## src/rtl/dot_seq_if.sv

```systemverilog
// Handshake and data bundle between the dot-product sequencer and its
// upstream vector source / downstream psum consumer.
interface dot_seq_if #(
  parameter int bw      = 4,
  parameter int psum_bw = 16,
  parameter int LANES   = 4
);
  logic                  in_valid;
  logic                  in_ready;
  logic [LANES*bw-1:0]   x_vec;
  logic [LANES*bw-1:0]   w_vec;
  logic [psum_bw-1:0]    psum_in;
  logic                  out_valid;
  logic                  out_ready;
  logic [psum_bw-1:0]    out;
  logic                  busy;

  modport master (
    output in_valid, x_vec, w_vec, psum_in, out_ready,
    input  in_ready, out_valid, out, busy
  );

  modport slave (
    input  in_valid, x_vec, w_vec, psum_in, out_ready,
    output in_ready, out_valid, out, busy
  );
endinterface

```

## src/rtl/dot_seq.sv

```systemverilog
// Operand sequencer/accumulator: captures one vector, runs one signed
// MAC per cycle (lane 0 first) and holds the psum until it is taken.
module dot_seq #(
  parameter int bw      = 4,
  parameter int psum_bw = 16,
  parameter int LANES   = 4
) (
  input  logic      clk,
  input  logic      reset,
  dot_seq_if.slave  bus
);

  localparam int LW = (LANES > 1) ? $clog2(LANES) : 1;

  typedef enum logic [1:0] {
    IDLE,
    RUN,
    DONE
  } state_t;

  state_t                state_q, state_d;
  logic [LANES*bw-1:0]   x_q, w_q;
  logic [psum_bw-1:0]    acc_q;
  logic [LW-1:0]         lane_q;

  logic [bw-1:0]         x_lane, w_lane;
  logic signed [2*bw:0]  prod;
  logic [psum_bw-1:0]    prod_ext;
  logic                  last_lane;
  logic                  in_ready_c, out_valid_c, busy_c;

  always_comb begin
    x_lane = '0;
    w_lane = '0;
    for (int unsigned k = 0; k < LANES; k++) begin
      if (lane_q == LW'(k)) begin
        x_lane = x_q[k*bw +: bw];
        w_lane = w_q[k*bw +: bw];
      end
    end
  end

  // Activation gets a zero sign bit so the multiply is (bw+1)x(bw) signed.
  assign prod      = $signed({1'b0, x_lane}) * $signed(w_lane);
  assign prod_ext  = psum_bw'(prod);
  assign last_lane = (lane_q == LW'(LANES - 1));

  always_ff @(posedge clk or posedge reset) begin
    if (reset) begin
      state_q <= IDLE;
    end else begin
      state_q <= state_d;
    end
  end

  always_comb begin
    state_d     = state_q;
    in_ready_c  = 1'b0;
    out_valid_c = 1'b0;
    busy_c      = 1'b0;
    case (state_q)
      IDLE: begin
        in_ready_c = 1'b1;
        if (bus.in_valid) begin
          state_d = RUN;
        end
      end
      RUN: begin
        busy_c = 1'b1;
        if (last_lane) begin
          state_d = DONE;
        end
      end
      DONE: begin
        busy_c      = 1'b1;
        out_valid_c = 1'b1;
        if (bus.out_ready) begin
          state_d = IDLE;
        end
      end
      default: begin
        state_d = IDLE;
      end
    endcase
  end

  always_ff @(posedge clk or posedge reset) begin
    if (reset) begin
      x_q    <= '0;
      w_q    <= '0;
      acc_q  <= '0;
      lane_q <= '0;
    end else begin
      case (state_q)
        IDLE: begin
          if (bus.in_valid) begin
            x_q    <= bus.x_vec;
            w_q    <= bus.w_vec;
            acc_q  <= bus.psum_in;
            lane_q <= '0;
          end
        end
        RUN: begin
          acc_q  <= acc_q + prod_ext;
          lane_q <= last_lane ? '0 : lane_q + LW'(1);
        end
        default: begin
        end
      endcase
    end
  end

  assign bus.in_ready  = in_ready_c;
  assign bus.out_valid = out_valid_c;
  assign bus.busy      = busy_c;
  assign bus.out       = acc_q;

endmodule

```

## src/flat_wrapper.sv

```systemverilog
// flat-port wrapper written by rule: the top's interface ports become plain ports
module dot_seq_flat 
#(
  parameter int bw      = 4,
  parameter int psum_bw = 16,
  parameter int LANES   = 4
)
  (clk, reset, bus_in_valid, bus_x_vec, bus_w_vec, bus_psum_in, bus_out_ready, bus_in_ready, bus_out_valid, bus_out, bus_busy);
  dot_seq_if #(.bw(bw), .psum_bw(psum_bw), .LANES(LANES)) bus_i ();
  input  logic clk;
  input  logic reset;
  input wire logic [$bits(bus_i.in_valid)-1:0] bus_in_valid;
  input wire logic [$bits(bus_i.x_vec)-1:0] bus_x_vec;
  input wire logic [$bits(bus_i.w_vec)-1:0] bus_w_vec;
  input wire logic [$bits(bus_i.psum_in)-1:0] bus_psum_in;
  input wire logic [$bits(bus_i.out_ready)-1:0] bus_out_ready;
  output wire logic [$bits(bus_i.in_ready)-1:0] bus_in_ready;
  output wire logic [$bits(bus_i.out_valid)-1:0] bus_out_valid;
  output wire logic [$bits(bus_i.out)-1:0] bus_out;
  output wire logic [$bits(bus_i.busy)-1:0] bus_busy;
  assign bus_i.in_valid = bus_in_valid;
  assign bus_i.x_vec = bus_x_vec;
  assign bus_i.w_vec = bus_w_vec;
  assign bus_i.psum_in = bus_psum_in;
  assign bus_i.out_ready = bus_out_ready;
  assign bus_in_ready = bus_i.in_ready;
  assign bus_out_valid = bus_i.out_valid;
  assign bus_out = bus_i.out;
  assign bus_busy = bus_i.busy;
  dot_seq #(.bw(bw), .psum_bw(psum_bw), .LANES(LANES)) u_core (.clk(clk), .reset(reset), .bus(bus_i));
endmodule
```

## config.mk

```make
export PLATFORM = sky130hd
export DESIGN_NAME = dot_seq_flat
export DESIGN_NICKNAME = d
export VERILOG_FILES = /design/src/rtl/dot_seq_if.sv /design/src/rtl/dot_seq.sv /design/src/flat_wrapper.sv
export SDC_FILE = /design/constraint.sdc
export NUM_CORES = 1
export LEC_CHECK = 0
export ABC_AREA = 1
export BUFFER_PORTS_ARGS = -buffer_cell sky130_fd_sc_hd__buf_2
export CAP_MARGIN = 20
export CORE_MARGIN = 5
export CORE_UTILIZATION = 50
export CTS_BUF_LIST = sky130_fd_sc_hd__clkbuf_16
export DETAILED_ROUTE_END_ITERATION = 10
export PLACE_DENSITY = 0.85
export SYNTH_ARGS = -nofsm -noshare
export SYNTH_HDL_FRONTEND = slang
export SYNTH_SLANG_ARGS = --single-unit
```

## constraint.sdc

```tcl
create_clock -name clk -period 5.95 [get_ports clk]
set_input_delay 0.8925 -clock clk [delete_from_list [all_inputs] [get_ports clk]]
set_output_delay 0.8925 -clock clk [all_outputs]
set_load 0.02 [all_outputs]
```

==> impl_metrics.env, run 1 <==
export IMPL_synth_cells=530
export IMPL_core_area_um2=7607
export IMPL_path_clk_slew_ps=80
export IMPL_die_w_um=97.62
export IMPL_synth_seq_area_share_pct=33.90
export IMPL_insertion_delay_ps=300
export IMPL_route_detailed_drc=0
export IMPL_cts_resized=0
export IMPL_dr_pass1_iters=4
export IMPL_synth_seq_cells=52
export IMPL_cts_tree="built"
export IMPL_status="completed"
export IMPL_multi_input_area_um2=2221
export IMPL_tns_ps=0
export IMPL_syn_cell_area_um2=3839
export IMPL_area_delta_synth_final_pct=14.63
export IMPL_yosysWarnings=0
export IMPL_track_usage_pct=20.11
export IMPL_synth_nets=627
export IMPL_max_stage_delay_ps=540
export IMPL_synthTopCellsByCount="nand2_1 (183), inv_1 (61), dfrtp_1 (52)"
export IMPL_via_count=3626
export IMPL_first_global_vias=3592
export IMPL_vias_per_cell=5.210
export IMPL_synth_ff_type="dfrtp_1"
export IMPL_layoutNonFillerInstCount=696
export IMPL_antenna_found_initial=0
export IMPL_cpMostUsedCell="nand2_1"
export IMPL_num_fill_cells=707
export IMPL_grt_first_pass_wirelength_mm=16.03
export IMPL_start_util_pct=50.46
export IMPL_critPathCaptureType="flip-flop"
export IMPL_hold_violations=0
export IMPL_postCtsHoldBufs=0
export IMPL_die_area_um2=9530
export IMPL_crit_required_ps=6140
export IMPL_cts_sinks=52
export IMPL_synth_edff_count=0
export IMPL_ios=71
export IMPL_clock_fmax_mhz=180.3
export IMPL_htreeDepth=2
export IMPL_drtIter0Drc=187
export IMPL_place_congestion=0.9675
export IMPL_synth_avg_cell_area_um2=7.243
export IMPL_rsz0062_at_grt="false"
export IMPL_post_place_ws_ps=264.1
export IMPL_diodes=0
export IMPL_yosysMostFrequentCell="nand2_1"
export IMPL_seqCellArea_um2=1301
export IMPL_grt_max_degree=53
export IMPL_async_flop_share_pct=100.0
export IMPL_critPathMaxFanout=7
export IMPL_final_setup_viol_count=0
export IMPL_synth_cell_types=38
export IMPL_layout_drive_gt1_share_pct=16.16
export IMPL_synth_top_area_share_pct=33.90
export IMPL_hold_path_cell_count=2
export IMPL_wl_mm=9.487
export IMPL_top_layer="met4"
export IMPL_maxSlewViolCount=0
export IMPL_grt_overflow=0
export IMPL_cts_setup_buffers=0
export IMPL_ant_nets=0
export IMPL_hp_class="flip-flop to flip-flop"
export IMPL_clock_path_buffers=2
export IMPL_avgRoutedWirePerCell_um=13.63
export IMPL_timing_final_ws_setup_ps=404.5
export IMPL_clock_skew_ps=7.807
export IMPL_path_class="flip-flop to flip-flop"
export IMPL_ys_top_cells_by_area="dfrtp_1 (34%), nand2_1 (18%), ha_1 (13%)"
export IMPL_finalNetCount=690
export IMPL_cts_buffers=5
export IMPL_dpl_cell_count=688
export IMPL_dr_wl_met2_mm=4.472
export IMPL_die_y_um=97.62
export IMPL_port_buffer_count=70
export IMPL_crit_path_start_kind="flip-flop"
export IMPL_slew_headroom_pct=34.59
export IMPL_wl_met1_mm=4.360
export IMPL_dp_hpwl_mm=7.246
export IMPL_synth_top_area_cell="dfrtp_1"
export IMPL_row_count=32
export IMPL_fin_crit_sh_pct=93.20
export IMPL_cap_violations=0
export IMPL_root_buffer="clkbuf_16"
export IMPL_cp_arrival_ps=5730
export IMPL_reg2regPathDepth=31
export IMPL_slowest_stage="fa_1"
export IMPL_worst_pin_slew_ps=980.1
export IMPL_layout_min_cycle_time_ps=5546
export IMPL_met3WireLength_um=429
## state kept, by name, indices dropped and copies added, names as in the netlist
name,flops
u_core.bus.out,16
u_core.lane_q,2
u_core.x_q,16
u_core.state_q,2
u_core.w_q,16
## metal layers
layer  vias to the layer above  global-route usage [%]
li1                       1813                       -
met1                      1683                   27.14
met2                       109                   32.68
met3                        21                   2.584
met4                         0                   8.094
met5                         -                       0
## cell families after synthesis
kind of cell | after synthesis | share of synthesized area, %
AND/OR/NAND/NOR | 257 | 26.47
adder cells (fa/ha/maj) | 45 | 15.84
buffers and inverters | 79 | 8.572
AO/OA/AOI/OAI | 90 | 13.62
XOR/XNOR | 7 | 1.597
flip-flops | 52 | 33.90
## worst max-delay path, delay by kind of cell (launching register included)
family	cells	cell delay [ps]
AO/OA/AOI/OAI	4	650
adder cells (fa/ha/maj)	6	2450
buffers and inverters	4	310
flip-flops	1	410
AND/OR/NAND/NOR	17	1610
## cell usage in the layout (no fill, tap or decap), drive strengths merged, types with 2 or more instances in the layout
cell,netlist,final
a21o,2,2
a21oi,41,41
a22oi,5,5
a31oi,2,2
buf,10,71
clkbuf,5,5
clkinv,0,2
dfrtp,52,52
fa,6,6
ha,39,39
inv,64,65
nand2,183,183
nand3,21,21
nor2,45,45
nor3,2,2
o21a,2,2
o21ai,31,31
o21bai,3,3
or2,4,4
xnor2,4,4
xor2,3,3
## stage by stage
stage | utilization (%) | hold WS, ps | area, um^2
after floorplan | - | 443.6 | 3839
after global placement | 55.74 | 474.3 | 4240
after detailed placement | 55.74 | 470.7 | 4240
after CTS | 57.68 | 492.0 | 4388
after global routing | 57.85 | 519.5 | 4400
final | 57.85 | 487.6 | 4400
## final timing paths
kind	startpoint	end	slack (ps)
worst max register to register	u_core.lane_q[0]	u_core.bus.out[15]	400
worst min register to register	u_core.x_q[11]	u_core.x_q[11]	490
max in group asynchronous	reset	u_core.bus.out[0]	4740
min in group asynchronous	reset	u_core.state_q[1]	760
worst max-delay path	u_core.lane_q[0]	u_core.bus.out[15]	400
worst min-delay path	u_core.x_q[11]	u_core.x_q[11]	490
## final cells by class
type                       count  share of cell area [%]
multi-input combinational    399                   50.47
sequential                    52                   29.57
timing repair buffer          71                   8.132
inverter                      64                   5.573
tap                          102                   2.900
clock buffer                   5                   2.843
clock inverter                 3                  0.5118
Power of run 1 is left out: the tool's default activity adds up to more than one toggle a clock period on the data nets, which glitch-free logic cannot reach.
==> run 2: changes to the inputs <==
Settings changed: HOLD_SLACK_MARGIN set to 0.05, PLACE_DENSITY 0.85 to 0.78.
Clock period 5.95 ns to 5.2 ns, I/O delays scaled along.
==> impl_metrics.env, run 2 (same netlist as run 1, synthesis figures left out) <==
export IMPL_dp_hpwl_mm=7.648
export IMPL_path_class="flip-flop to flip-flop"
export IMPL_route_detailed_drc=0
export IMPL_crit_start="u_core.lane_q[0]"
export IMPL_root_buffer="clkbuf_16"
export IMPL_fin_util_pct=65.74
export IMPL_layout_drive_gt1_share_pct=28.77
export IMPL_dpl_cell_count=716
export IMPL_dr_pass1_iters=5
export IMPL_status="finished, violations left"
export IMPL_wl_met1_mm=4.582
export IMPL_wl_mm=11.32
export IMPL_crit_required_ps=5390
export IMPL_hp_class="input port to asynchronous set/reset pin"
export IMPL_hold_violations=0
export IMPL_ios=71
export IMPL_slew_headroom_pct=31.80
export IMPL_r2r_end="u_core.bus.out[12]"
export IMPL_rsz0062_at_grt="true"
export IMPL_ant_nets=0
export IMPL_maxSlewViolCount=0
export IMPL_slowest_stage="fa_1"
export IMPL_start_util_pct=50.46
export IMPL_timing_final_ws_setup_ps=-57.47
export IMPL_path_clk_slew_ps=80
export IMPL_worst_pin_slew_ps=1022
export IMPL_cts_buffers=5
export IMPL_num_fill_cells=634
export IMPL_via_count=3943
export IMPL_track_usage_pct=22.42
export IMPL_crit_path_start_kind="flip-flop"
export IMPL_finalNetCount=732
export IMPL_die_w_um=97.62
export IMPL_fin_crit_sh_pct=101.1
export IMPL_met3WireLength_um=785
export IMPL_htreeDepth=2
export IMPL_final_setup_viol_count=3
export IMPL_avgRoutedWirePerCell_um=15.33
export IMPL_insertion_delay_ps=300
export IMPL_clock_skew_ps=7.916
export IMPL_core_area_um2=7607
export IMPL_final_cell_mix="nand2_1 (171), buf_2 (70), inv_1 (56), dfrtp_1 (52), nor2_1 (43)"
export IMPL_reg2regPathDepth=26
export IMPL_path_buf_inv=3
export IMPL_reg2reg_slack_ps=-60
export IMPL_clock_path_buffers=2
export IMPL_cp_num_cells=26
export IMPL_antenna_found_initial=0
export IMPL_diodes=0
export IMPL_layout_min_cycle_time_ps=5257
export IMPL_layout_commonest_cell="nand2_1"
export IMPL_grt_overflow=0
export IMPL_row_count=32
export IMPL_cts_sinks=52
export IMPL_grt_first_pass_wirelength_mm=17.78
export IMPL_cp_arrival_ps=5450
export IMPL_vias_per_cell=5.343
export IMPL_clock_fmax_mhz=190.2
export IMPL_area_delta_synth_final_pct=30.28
export IMPL_cts_tree="built"
export IMPL_violations="setup timing"
export IMPL_critPathTopFamily="adder cells"
export IMPL_max_stage_delay_ps=510
export IMPL_crit_end="u_core.bus.out[12]"
export IMPL_top_layer="met4"
export IMPL_die_area_um2=9530
export IMPL_dr_wl_met2_mm=5.589
export IMPL_layoutNonFillerInstCount=738
export IMPL_first_global_vias=3953
export IMPL_grt_max_degree=53
export IMPL_cap_violations=0
export IMPL_r2r_start="u_core.lane_q[0]"
export IMPL_postCtsHoldBufs=0
export IMPL_critPathCaptureType="flip-flop"
export IMPL_critPathMaxFanout=5
export IMPL_drtIter0Drc=246
export IMPL_die_y_um=97.62
export IMPL_port_buffer_count=70
export IMPL_place_congestion=0.9225
export IMPL_cpMostUsedCell="nand2_1"
==> run 2: repair_timing <==
| item | 4_1_cts | 5_1_grt |
|---|---|---|
| gates resized for setup | 17 | 48 |
| setup endpoints to repair | 10 | 10 |
| pin swaps | 15 | 31 |
| buffers inserted | 6 | 7 |
==> run 2: stage by stage <==
step	cell area (um^2)	hold WS (ps)	setup WS, ps	setup TNS [ps]
finish	5001	409.7	-57.47	-103.8
global route	5001	436.2	-291.1	-2001
CTS	4698	498.8	57.39	0
detailed placement	4451	477.8	-244.5	-1766
global placement	4451	472.6	-72.00	-294.5
floorplan	3839	443.6	118.8	0
==> run 2: worst reg2reg max path: cells and delay by family, from the launching register on <==
family	cells	cell delay, ps
AND/OR/NAND/NOR	9	970
AO/OA/AOI/OAI	6	840
buffers and inverters	3	240
flip-flops	1	440
adder cells (fa/ha/maj)	7	2540
XOR/XNOR	1	120
==> run 2: layout make-up <==
cell class	instances	area, um^2	area share (%)
multi-input cells	399	2487	49.74
flip-flops and latches	52	1301	26.02
repair buffers	113	693.2	13.86
inverters	64	245.2	4.904
well taps	102	127.6	2.552
clock buffers	5	125.1	2.502
clock inverters	3	21.27	0.4253
==> run 2: how the worst min path moves through the flow <==
stage,cells past startpoint,slack (ps),start,endpoint
finish,2,410,reset,u_core.bus.out[11]
global route,2,440,reset,u_core.bus.out[9]
CTS,2,500,u_core.w_q[5],u_core.w_q[5]
detailed placement,2,480,u_core.w_q[5],u_core.w_q[5]
global placement,2,470,u_core.x_q[10],u_core.x_q[10]
floorplan,2,440,u_core.x_q[12],u_core.x_q[12]
==> run 2: routing by layer <==
layer / GRT usage [%] / vias up
met3: 3.733 / 36
li1: - / 1895
met5: 0 / -
met2: 37.85 / 176
met1: 29.20 / 1836
met4: 7.455 / 0
Power of run 2 is left out for the same reason.
==> run 3: changes to the inputs <==
Settings changed: SETUP_SLACK_MARGIN set to 0.2.
==> impl_metrics.env, run 3 (same netlist as run 1, synthesis figures left out) <==
export IMPL_status="finished, violations left"
export IMPL_violations="setup timing"
export IMPL_die_w_um=97.62
export IMPL_crit_path_start_kind="flip-flop"
export IMPL_final_setup_viol_count=5
export IMPL_track_usage_pct=22.52
export IMPL_hp_class="input port to asynchronous set/reset pin"
export IMPL_route_detailed_drc=0
export IMPL_area_delta_synth_final_pct=36.60
export IMPL_r2r_end="u_core.bus.out[15]"
export IMPL_finalNetCount=740
export IMPL_rsz0062_at_grt="true"
export IMPL_ant_nets=0
export IMPL_die_area_um2=9530
export IMPL_dp_hpwl_mm=7.278
export IMPL_use_met1_pct=29.43
export IMPL_ios=71
export IMPL_root_buffer="clkbuf_16"
export IMPL_via_count=4064
export IMPL_cts_buffers=5
export IMPL_r2r_start="u_core.lane_q[0]"
export IMPL_core_area_um2=7607
export IMPL_clock_path_buffers=2
export IMPL_insertion_delay_ps=300
export IMPL_start_util_pct=50.46
export IMPL_die_y_um=97.62
export IMPL_fin_crit_sh_pct=101.6
export IMPL_drtIter0Drc=256
export IMPL_layout_min_cycle_time_ps=5284
export IMPL_first_global_vias=3996
export IMPL_slowest_stage="fa_1"
export IMPL_cts_sinks=52
export IMPL_reg2regPathDepth=30
export IMPL_hold_violations=0
export IMPL_use_met2_pct=38.85
export IMPL_num_fill_cells=563
export IMPL_antenna_found_initial=0
export IMPL_path_class="flip-flop to flip-flop"
export IMPL_timing_final_ws_setup_ps=-83.52
export IMPL_max_stage_delay_ps=510
export IMPL_final_cell_mix="nand2_1 (160), buf_2 (70), inv_1 (54), dfrtp_1 (51), buf_4 (44)"
export IMPL_slew_headroom_pct=33.96
export IMPL_grt_max_degree=53
export IMPL_vias_per_cell=5.448
export IMPL_grt_first_pass_wirelength_mm=17.92
export IMPL_layout_commonest_cell="nand2_1"
export IMPL_clock_skew_ps=8.713
export IMPL_stdcell_area_um2=5244
export IMPL_place_congestion=0.8893
export IMPL_dr_pass1_iters=5
export IMPL_clock_fmax_mhz=189.3
export IMPL_layout_drive_gt1_share_pct=33.54
export IMPL_cp_arrival_ps=5470
export IMPL_grt_overflow=0
export IMPL_reg2reg_slack_ps=-80
export IMPL_wl_mm=11.94
export IMPL_holdWs_ps=471.1
export IMPL_critPathMaxFanout=8
export IMPL_grt_busiest_layer="met2"
export IMPL_maxSlewViolCount=0
export IMPL_htreeDepth=2
export IMPL_worst_pin_slew_ps=989.5
export IMPL_critPathCaptureType="flip-flop"
export IMPL_cts_tree="built"
export IMPL_avgRoutedWirePerCell_um=16.01
export IMPL_row_count=32
export IMPL_place_area_um2=4425
export IMPL_path_clk_slew_ps=80
export IMPL_use_met3_pct=2.872
export IMPL_crit_required_ps=5390
export IMPL_postCtsHoldBufs=0
export IMPL_cap_violations=0
export IMPL_diodes=0
export IMPL_port_buffer_count=70
-- run 3: cell count changes in the layout (fill, tap and decap cells not counted), sizes merged --
| cell | previous run | this run |
|---|---|---|
| buf | 113 | 121 |
-- run 3: worst max path at each step --
stage                                     to  slack, ps        startpoint  depth (start not counted)
final                     u_core.bus.out[15]        -80  u_core.lane_q[0]                         30
after floorplan           u_core.bus.out[13]        200  u_core.lane_q[1]                         30
after global placement    u_core.bus.out[14]        -70  u_core.lane_q[0]                         26
after global routing      u_core.bus.out[15]       -300  u_core.lane_q[0]                         29
after CTS                 u_core.bus.out[14]         90  u_core.lane_q[1]                         28
after detailed placement  u_core.bus.out[14]       -220  u_core.lane_q[0]                         26
-- run 3: critical path, delay by kind of cell (launching register included) --
family	cells	cell delay [ps]
AO/OA/AOI/OAI	7	790
XOR/XNOR	1	140
adder cells (fa/ha/maj)	7	2600
buffers and inverters	7	580
flip-flops	1	460
AND/OR/NAND/NOR	8	620
-- run 3: final cells by class --
class / count / area [um^2] / area share, %
multi-input combinational: 399 / 2653 / 50.58
sequential: 52 / 1303 / 24.84
timing repair buffer: 121 / 768.2 / 14.65
inverter: 64 / 247.7 / 4.724
tap: 102 / 127.6 / 2.434
clock buffer: 5 / 125.1 / 2.386
clock inverter: 3 / 20.02 / 0.3818
-- run 3: what timing repair did --
action,4_1_cts,5_1_grt
gates resized for setup,46,58
pin swaps,31,38
endpoints found under the hold margin,0,0
setup endpoints to repair,11,11
buffers inserted,13,12
-- run 3: per-stage QoR --
step           worst slack [ps]  TNS (ps)  cells  utilization, %
2_1_floorplan             203.7         0    530               -
3_3_place_gp             -69.88    -168.1    712           58.17
3_5_place_dp             -220.9     -1289    712           58.17
4_1_cts                   89.47         0    733           64.21
5_1_grt                  -296.6     -1767    746           68.93
6_report                 -83.52    -204.5    746           68.93
-- run 3: metal layers --
metal  wire length (um)  vias up
met4                470        0
met2               5849      185
met3                826       51
li1                   -     1910
met1               4798     1918
met5                  0        -
Power of run 3 is left out for the same reason.
